<file path="config.mk">
export PLATFORM = sky130hd
export DESIGN_NAME = ef_step_sequencer
export DESIGN_NICKNAME = d
export VERILOG_FILES = /design/src/rtl/ef_pkg.sv /design/src/rtl/rr_arb2.sv /design/src/rtl/ef_step_sequencer.sv
export SDC_FILE = /design/constraint.sdc
export NUM_CORES = 1
export LEC_CHECK = 0
export CAP_MARGIN = 30
export CORE_ASPECT_RATIO = 1.1
export CORE_MARGIN = 3
export CORE_UTILIZATION = 30
export DETAILED_ROUTE_END_ITERATION = 10
export PLACE_DENSITY = 0.56
export SLEW_MARGIN = 20
export SYNTH_ARGS = -nofsm -noshare
export SYNTH_HDL_FRONTEND = slang
export SYNTH_SLANG_ARGS = --single-unit
</file>
<file path="constraint.sdc">
create_clock -name clk -period 1.4 [get_ports clk]
set_clock_uncertainty 0.1 [all_clocks]
set_input_delay 0.21 -clock clk [delete_from_list [all_inputs] [get_ports clk]]
set_output_delay 0.21 -clock clk [all_outputs]
set_load 0.02 [all_outputs]
</file>
<file path="src/rtl/ef_pkg.sv">
// Shared constants and types for the E/F step counter and its sequencer.
package ef_pkg;

  // Counter states
  localparam logic [1:0] S0 = 2'b00;
  localparam logic [1:0] S1 = 2'b01;
  localparam logic [1:0] S2 = 2'b10;
  localparam logic [1:0] S3 = 2'b11;

  // F encoding
  localparam logic DIR_UP = 1'b1;
  localparam logic DIR_DN = 1'b0;

  // Sequencer FSM encoding
  typedef enum logic [1:0] {
    IDLE = 2'd0,
    MOVE = 2'd1,
    DONE = 2'd2
  } ef_state_e;

  // Upward distance from cur to tgt; 2-bit subtraction wraps modulo 4.
  function automatic logic [1:0] ef_dist_up(input logic [1:0] tgt, input logic [1:0] cur);
    return tgt - cur;
  endfunction

endpackage

</file>
<file path="src/rtl/rr_arb2.sv">
// Two-requester round-robin arbiter. Pointer names the preferred requester on contention.
module rr_arb2 (
  input  logic       clk,
  input  logic       reset,
  input  logic [1:0] req,
  input  logic       advance,
  output logic [1:0] gnt
);

  logic r_ptr;

  // Grant: a lone requester always wins; on contention the pointer decides.
  always_comb begin
    gnt = 2'b00;
    case (req)
      2'b01:   gnt = 2'b01;
      2'b10:   gnt = 2'b10;
      2'b11:   gnt = r_ptr ? 2'b10 : 2'b01;
      default: gnt = 2'b00;
    endcase
  end

  // Pointer moves to the requester that did not just win.
  always_ff @(posedge clk or negedge reset) begin
    if (!reset) begin
      r_ptr <= 1'b0;
    end else if (advance && (gnt != 2'b00)) begin
      r_ptr <= gnt[0];
    end
  end

endmodule

</file>
<file path="src/rtl/ef_step_sequencer.sv">
// Arbitrates two requesters for the shared E/F step counter and steps it along the shortest
// path to the granted target, finishing with a per-requester done pulse.
module ef_step_sequencer
  import ef_pkg::*;
#(
  parameter int unsigned STEP_LIMIT = 6
) (
  input  logic       clk,
  input  logic       reset,
  input  logic [1:0] req_valid,
  input  logic [1:0] tgt0,
  input  logic [1:0] tgt1,
  output logic [1:0] req_ready,
  input  logic [1:0] present,
  output logic       E,
  output logic       F,
  output logic [1:0] done,
  output logic       err,
  output logic       busy
);

  localparam logic [2:0] StepLimit = 3'(STEP_LIMIT);

  ef_state_e  r_state;
  logic [1:0] r_tgt;
  logic       r_id;
  logic [2:0] r_steps;
  logic [1:0] r_done;
  logic       r_err;

  logic [1:0] w_arb_req;
  logic [1:0] w_gnt;
  logic       w_accept;
  logic [1:0] w_dup;
  logic       w_at_tgt;
  logic       w_limit;
  logic       w_step;

  // Requests are only visible to the arbiter while idle, which also forces ready low otherwise.
  assign w_arb_req = (r_state == IDLE) ? req_valid : 2'b00;
  assign w_accept  = (w_gnt != 2'b00);
  assign req_ready = w_gnt;

  rr_arb2 u_arb (
    .clk     (clk),
    .reset   (reset),
    .req     (w_arb_req),
    .advance (w_accept),
    .gnt     (w_gnt)
  );

  // Path is recomputed from live present every cycle so external counter moves are tracked.
  always_comb begin
    w_dup    = ef_dist_up(r_tgt, present);
    w_at_tgt = (present == r_tgt);
    w_limit  = (r_steps == StepLimit);
    w_step   = (r_state == MOVE) && !w_at_tgt && !w_limit;
    E        = w_step;
    F        = w_step ? ((w_dup <= 2'd2) ? DIR_UP : DIR_DN) : DIR_DN;
  end

  assign done = r_done;
  assign err  = r_err;
  assign busy = (r_state != IDLE);

  // Main FSM with registered done/err, which are set on entry to DONE.
  always_ff @(posedge clk or negedge reset) begin
    if (!reset) begin
      r_state <= IDLE;
      r_tgt   <= S0;
      r_id    <= 1'b0;
      r_steps <= 3'd0;
      r_done  <= 2'b00;
      r_err   <= 1'b0;
    end else begin
      r_done <= 2'b00;
      r_err  <= 1'b0;
      case (r_state)
        IDLE: begin
          if (w_accept) begin
            r_tgt   <= w_gnt[1] ? tgt1 : tgt0;
            r_id    <= w_gnt[1];
            r_steps <= 3'd0;
            r_state <= MOVE;
          end
        end
        MOVE: begin
          if (w_at_tgt) begin
            r_state      <= DONE;
            r_done[r_id] <= 1'b1;
          end else if (w_limit) begin
            r_state      <= DONE;
            r_done[r_id] <= 1'b1;
            r_err        <= 1'b1;
          end else begin
            r_steps <= r_steps + 3'd1;
          end
        end
        DONE: begin
          r_state <= IDLE;
        end
        default: begin
          r_state <= IDLE;
        end
      endcase
    end
  end

endmodule

</file>
**Word level (Yosys, flattened, before mapping)**

Cells that the tools add are included.

- Flip-flop bits (word level): 12
- Input bits: 10
- Output and inout port bits: 8
- Word-level logic and storage cells: 56

- Add/subtract/negate cells: 2
- Magnitude comparators: 3
- Eq/ne operators: 10
- Multiplexer cells: 22
- Reduce and logical (&&, ||, !) cells: 12

Operator list:

| cell | number |
|---|---|
| 2-bit two-way mux | 9 |
| 3-bit two-way mux | 3 |
| 1-bit two-way mux | 6 |
| 2-bit one-hot mux with 3 select lines | 1 |
| 3-bit one-hot mux with 2 select lines | 1 |
| 2-bit nonzero test | 3 |
| 2-bit by 1-bit equality test with 1-bit output, second input constant | 2 |
| 2-bit equality test, second input constant | 2 |
| 2-bit != test, second input constant | 2 |
| 2-bit one-hot mux with 2 select lines | 1 |
| 2-bit AND reduction | 2 |
| 4-bit AND reduction | 1 |
| 3-bit by 1-bit adder with 3-bit output, second input constant | 1 |
| 3-bit equality test, second input constant | 1 |
| 1-bit logical AND | 3 |
| 3-bit != test, second input constant | 1 |
| 2-bit equality test | 1 |
| 2-bit <= comparator, second input constant | 1 |
| 1-bit zero test | 2 |
| 2-bit zero test | 1 |
| 1-bit by 2-bit < comparator with 1-bit output, second input constant | 1 |
| 2-bit by 1-bit != test with 1-bit output, second input constant | 1 |
| 2-bit subtractor | 1 |
| 1-bit demux with 1-bit select | 1 |
| 1-bit >= comparator, second input constant | 1 |

**Depth between registers and ports, before layout**

Gate-level depths: netlist of the first run.

- Depth after elaboration: 7
- Mapped depth: 4
- Gate-level depth less buffers: 4

**Hierarchy**

From an unflattened synthesis of the first run, not the netlist that was laid out.

- Cells, all modules: 64
- Area total of the unflattened synthesis: 624.3 µm²

By module, submodules not included:

| module | times used | cells each | area an instance (µm²) | seq. area each (µm²) |
|---|---|---|---|---|
| ef_step_sequencer | 1 | 58 | 569.3 | 275.3 |
| rr_arb2 | 1 | 6 | 55.1 | 25.0 |

**Worst setup path before layout of the first run**

OpenSTA, ideal clock, no wires.

- Path kind: register to output
- Start point: register r_tgt[0]
- End point: output port F
- Arrival time: 1.456 ns
- Required time: 1.090 ns
- Slack: -0.366 ns
- Cell stages (with the launch flop): 5
- Buffers on the path: 0
- Cells stage by stage: dfrtp_1 > inv_1 > ha_1 > a221oi_4 > o21a_1

- Word-level cells in the longest chain between the ends: 5
- Elaborated cells between the ends (all ways): 8
- Classes of those cells: 1 x add/sub; 1 x order compare; 1 x eq/ne; 2 x mux; 3 x reduce/logical

Ends and longest elaborated chain:

| item | RTL line | text |
|---|---|---|
| from (decl) | ef_step_sequencer.sv:25 | `logic [1:0] r_tgt;` |
| from (signal assigned) | ef_step_sequencer.sv:81 | `r_tgt <= w_gnt[1] ? tgt1 : tgt0;` |
| 2-bit equality test | ef_step_sequencer.sv:55 | `w_at_tgt = (present == r_tgt);` |
| 1-bit zero test | ef_step_sequencer.sv:57 | `w_step = (r_state == MOVE) && !w_at_tgt && !w_limit;` |
| 1-bit logical AND (2 in series) | ef_step_sequencer.sv:57 |  |
| via E | ef_step_sequencer.sv:15 | `output logic E,` |
| 1-bit two-way mux | ef_step_sequencer.sv:59 | `F = w_step ? ((w_dup <= 2'd2) ? DIR_UP : DIR_DN) : DIR_DN;` |
| to (decl) | ef_step_sequencer.sv:16 | `output logic F,` |

The timed path passes the listed nets, and every way through them passes these cells.

**Worst setup path after layout of the first run**

- Start point: register r_tgt[0]
- End point: output port F

- Word-level cells in the longest chain between the ends: 5
- Elaborated cells between the ends (all ways): 8
- Classes of those cells: 1 x add/sub; 1 x order compare; 1 x eq/ne; 2 x mux; 3 x reduce/logical

Ends and longest elaborated chain:

| item | RTL line |
|---|---|
| branches (longest 4 deep; another with 2-bit subtractor) | n/a |
| 1-bit two-way mux (*) | ef_step_sequencer.sv:59 |

Mark *: on every way between the ends.

==> key figures, run 1 <==
Worst setup path
  • Worst endpoint data arrival time: about 1500 ps
  • R2R Path End: r_steps[1]
  • Kind of start point of the critical path: flip-flop
  • Worst Setup End Kind: output port
  • CP Max Fanout: 2
  • Reg2Reg Launch Point: r_tgt[0]
  • Reg2Reg Depth: 6
  • Kind of critical path: reg2out
  • R2R Setup Slk: -110 ps
  • Critical Path RT: 1090 ps

Clock network
  • CTS sink cnt: 12
  • Htree depth: 1
  • Clock slew at reported path FFs: roughly 80 ps
  • CTS tree: yes
  • CTS root buf: clkbuf_4
  • Worst skew pair latency: 270 ps
  • TritonCTS buffer count: 3
  • CTS Buffer Depth: 2

GRT
  • Largest net degree at the start of global routing: 13
  • First-pass GRT wire length: 2.62 mm
  • Vias in the first global route: ~610
  • Total grt overflow: 0
  • Initial antenna violation count: 0
  • GRT Total Usage: between 10% and 20%

Place
  • Placer's final routability congestion estimate: between 0.7 and 0.8
  • Cell Count Post-Placement: 123
  • IO Port Bufs: 17
  • Post-DP HPWL: 1.16 mm

Final layout
  • FF/Latch Area: about 300 sq um
  • Fin nets: between 100 and 150
  • Share of layout cells above drive strength 1: about 51%
  • Multi-input gate area: 404 sq um
  • Synth-to-Final Area Change: 82.2%
  • Fill cells: 167
  • Layout Cells excl Fill: about 130
  • Antenna cells: 0

Run status
  • Failing checks: negative setup slack
  • Status: complete, but fails checks

Logic synthesis
  • Synth Net Count: 74
  • Syn_area_per_cell: ~11 sq um
  • Count of cell types in the netlist: 23
  • Mapped cell area: approximately 650 sq um
  • Synth Instances: between 60 and 70
  • Synth area leader: dfrtp_1
  • Seq/Total Area, Yosys: 46.5%
  • Synth area leaders: dfrtp_1 (47%), ha_1 (5.8%), a221oi_4 (4.1%)
  • Syn. warnings: 0
  • FF+latch count, synth: 12
  • Yosys top cell area share: 46.5%

STA
  • Fin worst setup slack: -361 ps
  • Max transition margin: about three quarters
  • Fmax: approximately 0.57 GHz
  • Tightest Pin Transition: between 300 and 400 ps
  • RSZ-0062 raised after global routing: yes
  • Final Hold Fails: 0
  • Crit path time final: around 1800 ps
  • Final period utilization: 126%
  • Final max-slew violation count: 0
  • Final setup viols: 9

Floorplanning
  • Core area: roughly 1900 sq um
  • Starting density of the core: between 30 and 40%
  • DIE AREA: about 2700 sq um
  • Die X: ~50 um
  • # IOs: 18
  • Die Height: approximately 55 um
  • Num rows: 16

Job
  • Max cap viols: 0

Power and ir drop
  • Peak VDD IR: ~1200 uV
  • Final total power: between 0.002 and 0.003 W
  • Power Dens Cells: between 2000 and 2500 nW/um^2
  • Leakage power: ~0.55 nW

Route
  • Detail Route Antenna Nets: 0
  • Total iterations of the first detailed-routing run: 2
  • Drt wl/cell: between 10 and 15 um
  • DRT iter0 DRCs: 3
  • # DRC: 0
  • Routed WL: ~1.6 mm
  • Via count: 620
  • Via-to-Cell Ratio: between 4 and 5

Hold path
  • Worst Hold Class: in2async
[Yosys cell counts]
| library cell | count |
|---|---|
| a221oi_2 | 1 |
| xor2_1 | 1 |
| o21ai_0 | 4 |
| nor4_1 | 1 |
| xnor2_2 | 1 |
| nand3b_1 | 2 |
| ha_1 | 3 |
| or2_2 | 2 |
| nand2_1 | 3 |
| or2b_4 | 1 |
| a211o_1 | 1 |
| a21oi_1 | 5 |
| o21a_1 | 1 |
| a221oi_4 | 1 |
| mux2i_1 | 2 |
| nand2b_1 | 1 |
| inv_1 | 7 |
| nor2b_1 | 1 |
| a211oi_1 | 3 |
| nor2_1 | 4 |
| a31oi_1 | 3 |
| dfrtp_1 | 12 |
| o2bb2ai_1 | 1 |
[routing by layer]
| metal | track usage [%] | vias to the layer above | share of wire (%) |
|---|---|---|---|
| li1 | - | 311 | - |
| met5 | 0 | - | 0 |
| met1 | 15.7 | 293 | 43 |
| met4 | 6.91 | 0 | 0 |
| met3 | 2.72 | 0 | 5.1 |
| met2 | 23.0 | 16 | 52 |
[sequential cells by signal (all words and copies together), names as in the netlist]
signal       cells
r_steps          3
done             2
r_state          2
r_tgt            2
err              1
r_id             1
u_arb.r_ptr      1
[critical path, cell delays in order (launching register included)]
cell,delay [ps]
dfrtp_1,390
inv_2,70
ha_4,200
a221oi_4,230
o21a_2,180
buf_6,110
[cells in the final DEF (no fill, tap or decap), types with 3 or more instances in the layout]
master | netlist | layout
a21oi_1 | 5 | 4
a31oi_1 | 3 | 3
buf_4 | 0 | 21
buf_6 | 0 | 10
clkbuf_4 | 0 | 3
clkdlybuf4s50_1 | 0 | 6
dfrtp_1 | 12 | 12
dlygate4sd2_1 | 0 | 5
inv_1 | 7 | 5
o21ai_0 | 4 | 4
[kinds of logic after synthesis]
logic type	share of synthesized area [%]
compound gates	23.6
xor+xnor	3.88
fa+ha+maj	5.81
buf+inv	4.07
flops	46.5
mux	3.10
simple gates	13.0
[layout make-up]
class	instances	share of cell area, %
Multi-Input combinational cell	42	34.4
Timing Repair Buffer	43	32.9
Clock buffer	3	1.91
Sequential cell	12	25.5
Inverter	7	2.45
Tap cell	27	2.87
[power by group]
| part | leakage (nW) | internal, W | switching (W) |
|---|---|---|---|
| clock | 0.0138 | 0.0000995 | 0.000115 |
| combinational | 0.391 | 0.00111 | 0.000863 |
| sequential | 0.150 | 0.000499 | 0.000118 |
[what timing repair did]
action	CTS	global route
gates resized for setup	48	10
endpoints found under the setup margin	14	14
setup buffers	5	4
pin swaps	4	6
hold buffers	0	0
[worst max-delay path by stage]
| stage | startpoint | end | slack, ps |
|---|---|---|---|
| final | r_tgt[0] | F | -360 |
| after CTS | r_tgt[0] | F | -390 |
| after detailed placement | present[0] | F | -870 |
| after global placement | present[0] | F | -850 |
| after floorplan | r_steps[0] | F | -250 |
| after global routing | r_tgt[0] | F | -430 |
[per-stage QoR]
step	setup slack (ps)	area, sq um	hold WS, ps	util, %	setup TNS, ps
6_report	-361	1180	128	61.8	-1630
5_1_grt	-434	1180	148	61.8	-2270
4_1_cts	-393	1100	126	58.0	-1680
3_5_place_dp	-872	1000	388	52.8	-5590
3_3_place_gp	-848	1000	383	52.8	-5360
2_1_floorplan	-255	664	-186	-	-404
Power figures use the tool's default switching activity.
==> run 2, diff against run 1 <==
--- a/config.mk
+++ b/config.mk
@@ -11,7 +11,9 @@
 export CORE_UTILIZATION = 30
 export DETAILED_ROUTE_END_ITERATION = 10
 export PLACE_DENSITY = 0.56
+export SETUP_SLACK_MARGIN = 0.4
 export SLEW_MARGIN = 20
 export SYNTH_ARGS = -nofsm -noshare
 export SYNTH_HDL_FRONTEND = slang
 export SYNTH_SLANG_ARGS = --single-unit
+export TNS_END_PERCENT = 20
==> key figures, run 2 (synthesis gave the netlist of run 1 again) <==
Route
  • Drt wl/cell: 11.6 um (was 12.0 um)
  • Detail Route Antenna Nets: 0 (unchanged)
  • # DRC: 0 (unchanged)
  • Via count: 629 (was 620)
  • Total iterations of the first detailed-routing run: 2 (unchanged)
  • Routed WL: 1.57 mm (was 1.61 mm)
  • Via-to-Cell Ratio: 4.63 (about the same)
  • DRT iter0 DRCs: 4 (was 3)

STA
  • RSZ-0062 raised after global routing: yes (unchanged)
  • Tightest Pin Transition: 291 ps (was 353 ps)
  • Final setup viols: 11 (was 9)
  • Max transition margin: 80.4% (was 76.2%)
  • Hold slack: 136 ps (was 128 ps)
  • Fmax: 0.560 GHz (was 0.568 GHz)
  • Crit path time final: 1790 ps (was 1760 ps)
  • Fin worst setup slack: -386 ps (was -361 ps)
  • Final max-slew violation count: 0 (unchanged)
  • Final period utilization: 128% (was 126%)
  • Final Hold Fails: 0 (unchanged)

Worst setup path
  • Kind of critical path: in2out (was reg2out)
  • CP Max Fanout: 2 (unchanged)
  • Crit path cell chain: clkdlybuf4s50_1, ha_4, a221oi_4, o21a_2, buf_6 (was inv_2, ha_4, a221oi_4, o21a_2, buf_6)
  • Critical Path RT: 1090 ps (about the same)
  • Cell depth of the worst setup path: 5 (unchanged)
  • Kind of start point of the critical path: input pin (was flip-flop)
  • Max incr delay on CP: 510 ps (was 390 ps)
  • Worst endpoint data arrival time: 1480 ps (was 1450 ps)
  • Slowest cell on the critical path: clkdlybuf4s50_1 (was dfrtp_1)
  • R2R Setup Slk: -220 ps (was -110 ps)
  • CP top delay family: buffers and inverters (was compound AO/OA/AOI/OAI gates)
  • Reg2Reg Depth: 5 (was 6)
  • Worst Setup End Kind: output port (unchanged)
  • Crit path buffers/inverters: 2 (unchanged)

Final layout
  • Register bank with the most flops: r_steps (unchanged)
  • Fin nets: 123 (was 122)
  • Share of layout cells above drive strength 1: 52.3% (was 51.4%)
  • Fill cells: 159 (was 167)
  • Largest register FFs: 3 (unchanged)
  • Most frequent cells in the layout: buf_4 (23), dfrtp_1 (11), buf_6 (11) (was buf_4 (21), dfrtp_1 (12), buf_6 (10))
  • Antenna cells: 0 (unchanged)
  • Layout Cells excl Fill: 136 (was 134)
  • Commonest non-fill, non-tap cell in the layout: buf_4 (unchanged)
  • Synth-to-Final Area Change: 81.8% (was 82.2%)

Clock network
  • Hold-fix buffer count after cts: 0 (unchanged)
  • CTS tree: yes (unchanged)
  • CTS Buffer Depth: 2 (unchanged)
  • Htree depth: 1 (unchanged)
  • CTS sink cnt: 12 (unchanged)
  • Worst skew pair latency: 270 ps (about the same)
  • Clock slew at reported path FFs: 80 ps (about the same)
  • CTS root buf: clkbuf_4 (unchanged)
  • TritonCTS buffer count: 3 (unchanged)

Place
  • Cell Count Post-Placement: 128 (was 123)
  • IO Port Bufs: 17 (unchanged)
  • Placer's final routability congestion estimate: 0.788 (was 0.713)
  • Post-Place Worst Slack: -862 ps (was -872 ps)
  • Post-DP HPWL: 1.18 mm (was 1.16 mm)

Floorplanning
  • Starting density of the core: 33.9% (unchanged)
  • Die X: 50.2 um (unchanged)
  • # IOs: 18 (unchanged)
  • DIE AREA: 2750 sq um (unchanged)
  • Num rows: 16 (unchanged)
  • Die Height: 54.7 um (unchanged)
  • Core area: 1900 sq um (unchanged)

Power and ir drop
  • Final total power: 0.00276 W (was 0.00281 W)
  • Leakage power: 0.539 nW (was 0.554 nW)
  • Power Dens Cells: 2350 nW/um^2 (was 2390 nW/um^2)
  • Peak VDD IR: 1180 uV (was 1210 uV)

GRT
  • Total grt overflow: 0 (unchanged)
  • Initial antenna violation count: 0 (unchanged)
  • Vias in the first global route: 677 (was 608)
  • Largest net degree at the start of global routing: 13 (unchanged)
  • First-pass GRT wire length: 2.71 mm (was 2.62 mm)
  • GRT Total Usage: 13.6% (was 13.3%)

Hold path
  • Worst Hold Class: in2async (unchanged)

Run status
  • Status: complete, but fails checks (unchanged)
  • Failing checks: negative setup slack (unchanged)

Job
  • Max cap viols: 0 (unchanged)
run 2: worst paths after layout:
kind | to | from
max reg2reg | r_steps[2] | r_tgt[1]
min reg2reg | done[0] | r_id
max in group asynchronous | r_tgt[1] | reset
min | err | reset
min in group clk | done[0] | r_id
max | F | present[0]
run 2: what timing repair did:
item                                   CTS  global route
buffers inserted                         3             1
gates resized for setup                 55             8
setup endpoints to repair               20            20
endpoints found under the hold margin    0             0
pin swaps                                2             2
run 2: through the flow:
stage	area, sq um	TNS [ps]	utilization [%]
CTS	1130	-1490	59.7
detailed placement	1040	-5560	54.6
global placement	1040	-5430	54.6
floorplan	662	-465	-
global route	1170	-2640	61.7
finish	1170	-1710	61.7
run 2: routing by layer:
| layer | part of all wire, % | GRT usage [%] |
|---|---|---|
| met5 | 0 | 0 |
| met4 | 0.95 | 6.91 |
| met3 | 6.6 | 4.09 |
| met2 | 52 | 25.7 |
| met1 | 41 | 13.8 |
run 2: area by class of cell:
type / count / area [sq um] / area share, %
well taps: 27 / 33.8 / 2.88
multi-input cells: 42 / 385 / 32.8
flip-flops and latches: 12 / 302 / 25.7
repair buffers: 44 / 390 / 33.3
inverters: 7 / 26.3 / 2.24
clock buffers: 4 / 36.3 / 3.09
run 2: power breakdown:
part	switching [W]	internal (W)
clock	0.000119	0.000158
combinational	0.000791	0.00104
sequential	0.000142	0.000503
